**src/rtl/sr_reg_bank.sv**
```systemverilog
// rtl/sr_reg_bank.sv - bank of N set/reset flags with conflict policy, edge pulses and conflict tracking
module sr_reg_bank #(
    parameter int           N             = 8,
    parameter logic [N-1:0] INIT          = {N{1'b0}},
    parameter int           CONFLICT_MODE = 0,
    parameter int           CNT_W         = 8
) (
    input  logic             clk,
    input  logic             rst,
    input  logic             en,
    input  logic [N-1:0]     s,
    input  logic [N-1:0]     r,
    input  logic             conflict_clr,
    output logic [N-1:0]     q,
    output logic [N-1:0]     rise,
    output logic [N-1:0]     fall,
    output logic [N-1:0]     conflict,
    output logic             any_conflict,
    output logic [CNT_W-1:0] conflict_cnt
);

    // Out-of-range modes collapse to hold so q always has a defined next value.
    localparam int MODE = (CONFLICT_MODE >= 0 && CONFLICT_MODE <= 3) ? CONFLICT_MODE : 0;
    localparam logic [CNT_W-1:0] CNT_MAX = '1;

    logic [N-1:0]     q_next;
    logic [N-1:0]     hit;
    logic             hit_any;
    logic [N-1:0]     conflict_next;
    logic [CNT_W-1:0] cnt_next;

    always_comb begin
        q_next = q;
        hit    = '0;
        if (en) begin
            hit = s & r;
            for (int i = 0; i < N; i++) begin
                case ({s[i], r[i]})
                    2'b10:   q_next[i] = 1'b1;
                    2'b01:   q_next[i] = 1'b0;
                    2'b11: begin
                        if (MODE == 1)      q_next[i] = 1'b1;
                        else if (MODE == 2) q_next[i] = 1'b0;
                        else if (MODE == 3) q_next[i] = ~q[i];
                        else                q_next[i] = q[i];
                    end
                    default: q_next[i] = q[i];
                endcase
            end
        end
    end

    // A fresh conflict beats a clear landing on the same edge.
    always_comb begin
        hit_any       = |hit;
        conflict_next = (conflict_clr ? '0 : conflict) | hit;
        cnt_next      = conflict_cnt;
        if (conflict_clr) begin
            cnt_next = hit_any ? CNT_W'(1) : '0;
        end else if (hit_any && conflict_cnt != CNT_MAX) begin
            cnt_next = conflict_cnt + CNT_W'(1);
        end
    end

    always_ff @(negedge clk) begin
        if (!rst) begin
            q            <= INIT;
            rise         <= '0;
            fall         <= '0;
            conflict     <= '0;
            any_conflict <= 1'b0;
            conflict_cnt <= '0;
        end else begin
            q            <= q_next;
            rise         <= q_next & ~q;
            fall         <= ~q_next & q;
            conflict     <= conflict_next;
            any_conflict <= |conflict_next;
            conflict_cnt <= cnt_next;
        end
    end

endmodule

```
**config.mk**
```make
export PLATFORM = sky130hd
export DESIGN_NAME = sr_reg_bank
export DESIGN_NICKNAME = d
export VERILOG_FILES = /design/src/rtl/sr_reg_bank.sv
export SDC_FILE = /design/constraint.sdc
export NUM_CORES = 1
export LEC_CHECK = 0
export CELL_PAD_IN_SITES_DETAIL_PLACEMENT = 2
export CELL_PAD_IN_SITES_GLOBAL_PLACEMENT = 2
export CORE_ASPECT_RATIO = 0.75
export CORE_UTILIZATION = 27
export DETAILED_ROUTE_END_ITERATION = 10
export PLACE_DENSITY_LB_ADDON = 0.1
export SYNTH_ARGS = -nofsm -noshare
export SYNTH_HDL_FRONTEND = slang
export SYNTH_SLANG_ARGS = --single-unit
```
**constraint.sdc**
```tcl
create_clock -name clk -period 1.96 [get_ports clk]
set_input_delay 0.392 -clock clk [delete_from_list [all_inputs] [get_ports clk]]
set_output_delay 0.392 -clock clk [all_outputs]
set_load 0.005 [all_outputs]
```
==> summary.txt, run 1 <==
Floorplan
  – FP Rows: 25
  – Height of the die: 73.1 µm
  – Die X: between 90 and 100 µm
  – Initial Utilization: 0.284
  – Boundary pin count: 61

Synthesis
  – Synth top area share: 0.451
  – Ranking of synthesized cells by area: dfxtp_1 (45%), ha_1 (12%), nor2b_1 (8.6%)
  – Top_reg_cell synth: dfxtp_1
  – Seq cells post-synth: 41
  – Synthesized instance count: between 150 and 200
  – Post-synth EDFFs: 0
  – Post-synth top area cell: dfxtp_1
  – YS warnings: 0
  – Library cells used by synthesis: 33
  – Post-synthesis async set-or-reset flop share: 0
  – Net Count, Synth: around 210
  – Avg Cell Area, Syn: between 10 and 15 µm²
  – Synthesized area: roughly 1800 µm²
  – Sequential element share of the synthesized area: 0.451

Clocking
  – Sink Count: 41
  – H-tree lvl count: 2
  – Clock root cell: clkbuf_8
  – Maximum clock path buffer count: 2
  – Number of buffers created by CTS: 5

Placed design
  – DP HPWL: approximately 5000 µm
  – GPL Wtd Cong: just over 0.7
  – Buffers on Ports: 60
  – Pre-CTS setup slack: -1.52 ns
  – Placed cell areas: approximately 3100 µm²

Global routing
  – Largest net degree at the start of global routing: 13
  – Initial antenna violation count: 0

Run status
  – Stopping stage: 5_1_grt
  – Log Error: [ERROR DPL-0033] detailed placement checks failed during check placement.
  – Status: did not finish

Timing
  – Worst EP post-GRT repair: conflict_cnt[0]$_SDFFE_NN0P_/D
  – WEP type: register input
==> cells by family after synthesis <==
kind of cell / Yosys count / synth area share
AND/OR/NAND/NOR: 67 / 0.242
flip-flops: 41 / 0.451
AO/OA/AOI/OAI: 27 / 0.112
adder cells (fa/ha/maj): 17 / 0.117
buffers and inverters: 14 / 0.0295
multiplexers: 9 / 0.0495
==> metrics by stage <==
step | hold slack [ns] | TNS, ns | std cells | utilization
2_1_floorplan | 0.442 | -8.53 | 175 | -
3_3_place_gp | 0.445 | -46.39 | 352 | 0.489
3_5_place_dp | 0.481 | -49.18 | 352 | 0.489
4_1_cts | 0.500 | -16.76 | 424 | 0.575
==> cell usage after synthesis, types with 2 or more instances <==
cell and count:
dfxtp_1 41, nor2b_1 25, ha_1 17, inv_1 10, mux2i_1 9, nor4b_1 9
a22oi_1 8, nand2_1 8, nand2b_1 8, a21oi_1 6, nor4_1 4, a31oi_1 3
a211oi_1 2, and2_1 2, and4_4 2, clkbuf_1 2, nand3_1 2, or4_4 2
==> repair_timing <==
| action | CTS |
|---|---|
| endpoints found under the setup margin | 82 |
| gates resized for setup | 336 |
| pin swaps | 22 |
| hold buffers | 0 |
| setup buffers | 24 |
==> run 2, diff against run 1 <==
==> config.mk (replaced) <==
export PLATFORM = sky130hd
export DESIGN_NAME = sr_reg_bank
export DESIGN_NICKNAME = d
export VERILOG_FILES = /design/src/rtl/sr_reg_bank.sv
export SDC_FILE = /design/constraint.sdc
export NUM_CORES = 1
export LEC_CHECK = 0
export CORE_UTILIZATION = 25
export DETAILED_ROUTE_END_ITERATION = 10
export PLACE_DENSITY_LB_ADDON = 0.15
export SYNTH_ARGS = -nofsm -noshare
export SYNTH_HDL_FRONTEND = slang
export SYNTH_SLANG_ARGS = --single-unit
==> summary.txt, run 2 <==
Synthesis
  – Synth top area share: 0.451 (unchanged)
  – Synthesized instance count: 175 (unchanged)
  – Seq cells post-synth: 41 (unchanged)
  – Top_reg_cell synth: dfxtp_1
  – Ranking of synthesized cells by area: dfxtp_1 (45%), ha_1 (12%), nor2b_1 (8.6%)
  – Post-synth top cells: dfxtp_1 (41), nor2b_1 (25), ha_1 (17)
  – Count leader, synth: dfxtp_1
  – Avg Cell Area, Syn: 10.4 µm² (unchanged)
  – Synthesized area: 1820 µm² (unchanged)
  – Post-synth top area cell: dfxtp_1
  – Post-synthesis async set-or-reset flop share: 0 (unchanged)
  – YS warnings: 0 (unchanged)
  – Net Count, Synth: 212 (unchanged)
  – Sequential element share of the synthesized area: 0.451 (unchanged)
  – Post-synth EDFFs: 0 (unchanged)
  – Library cells used by synthesis: 33 (unchanged)

Setup path
  – Crit path max-delay family: simple AND/OR/NAND/NOR gates
  – Reg-to-reg endpoint: conflict_cnt[5]$_SDFFE_NN0P_
  – Worst R2R Setup Slack: roughly 0.24 ns
  – CP Data Arrival Time: 1.79 ns
  – Critical Path, Cell by Cell: buf_8 -> ha_4 -> or4_4 -> o21ai_4 -> nor4b_2 -> a211oi_1
  – Worst EP required: between 1 and 1.5 ns
  – Setup CP Type: input port to flop
  – Crit Path Max Fanout: 8
  – Type of element capturing the critical path: flop
  – Worst R2R Path Depth: 6
  – Startpoint Class: input port
  – CP max-delay cell: or4_4
  – Worst Path Buf+Inv: 1
  – Crit. path cell count: 6
  – FF-to-FF Start: conflict_cnt[5]$_SDFFE_NN0P_
  – Delay of the slowest critical-path stage: 0.56 ns

Route
  – Drt via density: between 4 and 5
  – DR iter-0 viols: 39
  – DRC: 0
  – Total Wirelength: around 5400 µm
  – Antenna viol nets, final: 0
  – Pre-antenna DRT Iters: 4
  – DR WL/cell: 12.4 µm
  – Vias: approximately 2k

Min path
  – Hold Startpoint: q[7]$_SDFF_NN0_
  – Hold Path Depth: 2
  – Min-Delay Path Class: flop to flop
  – Hold Path End: rise[7]$_SDFF_NN0_

Placed design
  – GPL Wtd Cong: 0.769 (+9.2%)
  – Placed cell areas: 3220 µm² (+2.8%)
  – Placed Instances: 376 (+6.8%)
  – Pre-CTS setup slack: -1.38 ns (+0.142 ns)
  – Buffers on Ports: 60 (unchanged)
  – DP HPWL: 3750 µm (-25%)

Global routing
  – GR Util All Layers: 0.147
  – Vias in the first global route: ~2k
  – Largest net degree at the start of global routing: 13
  – Total congestion overflow: 0
  – First-pass GRT wire length: approximately 8600 µm
  – Initial antenna violation count: 0

Clocking
  – Worst-skew pair later-pin latency: approximately 0.37 ns
  – Sink Count: 41 (unchanged)
  – # hold bufs at CTS: 0 (unchanged)
  – Clk slew on worst S/H paths: ~0.04 ns
  – Maximum clock path buffer count: 2 (unchanged)
  – Clock root cell: clkbuf_8
  – H-tree lvl count: 2 (unchanged)
  – Number of buffers created by CTS: 5 (unchanged)
  – CTS tree: built

Timing
  – Worst setup slack after layout: -0.545 ns
  – RSZ-0062 raised after global routing: true
  – Slew Viols, Final: 0
  – Rel. slew slack: 0.756
  – Setup Skew: between 0.015 and 0.02 ns
  – Fin. Hold Viols: 0
  – Worst-Margin Slew: about 0.36 ns
  – Setup violators final: 61

Final layout
  – Finished Cell Area: 3800 µm²
  – Register area: 860 µm²
  – ANT cells: 0
  – Fillers: 646
  – Multi-input logic area: 1370 µm²
  – Share of post-route cells with drive strength above 1: 0.644
  – Area Overhead vs Synth: 109%
  – Commonest non-fill, non-tap cell in the layout: buf_4
  – Final std cells w/o fill: 439
  – Most frequent cells in the layout: buf_4 (44), inv_1 (43), buf_6 (37)
  – # nets final: between 300 and 400

Floorplan
  – Core Region: around 7000 µm²
  – FP Rows: 30 (+20%)
  – Boundary pin count: 61 (unchanged)
  – Initial Utilization: 0.264 (-0.0203)
  – Height of the die: 87.4 µm (+19%)
  – Die X: 87.4 µm (-9.8%)
  – Die ar.: ~7600 µm²

Power and ir drop
  – Power Dens Cells: 584 nW/µm²
  – Leakage: roughly 1.8 nW
  – Overall power: about 2.2 mW
  – Worst IR Drop VDD: roughly 0.31 mV

Run status
  – Status: finished, violations left
  – Failing checks: setup timing

Run
  – Max cap viols: 0
==> run 2: cell counts after synthesis <==
No cell type changed its count.
==> run 2: metal layers <==
| layer | GRT usage | up-vias | part of all wire |
|---|---|---|---|
| met1 | 0.152 | 922 | 0.40 |
| met5 | 0 | - | 0 |
| li1 | - | 956 | - |
| met4 | 0.0805 | 0 | 0.019 |
| met2 | 0.251 | 59 | 0.52 |
| met3 | 0.0597 | 10 | 0.063 |
==> run 2: repair_timing <==
action                                  4_1_cts  5_1_grt
gates cloned                                  0        0
hold endpoints to repair                      0        0
pin swaps                                    21       19
resized for setup                           332       38
setup buffers                                 9       11
endpoints found under the setup margin       82       77
==> run 2: area by class of cell <==
type / count / area share
multi-input cells: 120 / 0.359
repair buffers: 123 / 0.284
flip-flops and latches: 41 / 0.226
clock inverters: 44 / 0.0444
inverters: 10 / 0.0362
well taps: 96 / 0.0316
clock buffers: 5 / 0.0181
==> run 2: how the worst max path moves through the flow <==
stage,slack (ns),to,startpoint
2_1_floorplan,-0.68,conflict_cnt[4]$_SDFFE_NN0P_,s[3]
3_3_place_gp,-1.35,conflict_cnt[0]$_SDFFE_NN0P_,r[6]
3_5_place_dp,-1.38,conflict_cnt[6]$_SDFFE_NN0P_,r[6]
4_1_cts,-0.57,conflict_cnt[6]$_SDFFE_NN0P_,s[0]
5_1_grt,-0.58,conflict_cnt[6]$_SDFFE_NN0P_,r[3]
6_report,-0.55,conflict_cnt[7]$_SDFFE_NN0P_,r[3]
==> run 2: stage by stage <==
stage	util	TNS (ns)	hold slack (ns)
4_1_cts	0.518	-13.89	0.490
2_1_floorplan	-	-8.53	0.442
6_report	0.550	-13.34	0.492
3_5_place_dp	0.466	-45.39	0.506
5_1_grt	0.550	-15.44	0.494
3_3_place_gp	0.466	-45.14	0.503
==> run 2: logic make-up (layout without fill, tap and decap cells) <==
family                   after synthesis  in the layout  share of synthesized area
buffers and inverters                 14            182                     0.0295
flip-flops                            41             41                      0.451
multiplexers                           9              9                     0.0495
AO/OA/AOI/OAI                         27             27                      0.112
adder cells (fa/ha/maj)               17             17                      0.117
AND/OR/NAND/NOR                       67             67                      0.242
==> run 2: worst register-to-register path, stage by stage, from the launching register on <==
cell and delay (ns):
dfxtp_2 0.30, buf_4 0.12, buf_4 0.13, and4_4 0.19
a31o_2 0.27, or4_1 0.50, a21oi_1 0.13
==> run 2: where the power goes <==
| group | total [mW] | internal [mW] | switching, mW |
|---|---|---|---|
| clock network | 0.880 | 0.354 | 0.526 |
| logic | 0.460 | 0.272 | 0.188 |
| registers | 0.878 | 0.867 | 0.0115 |
(Power assumes the default switching activity.)
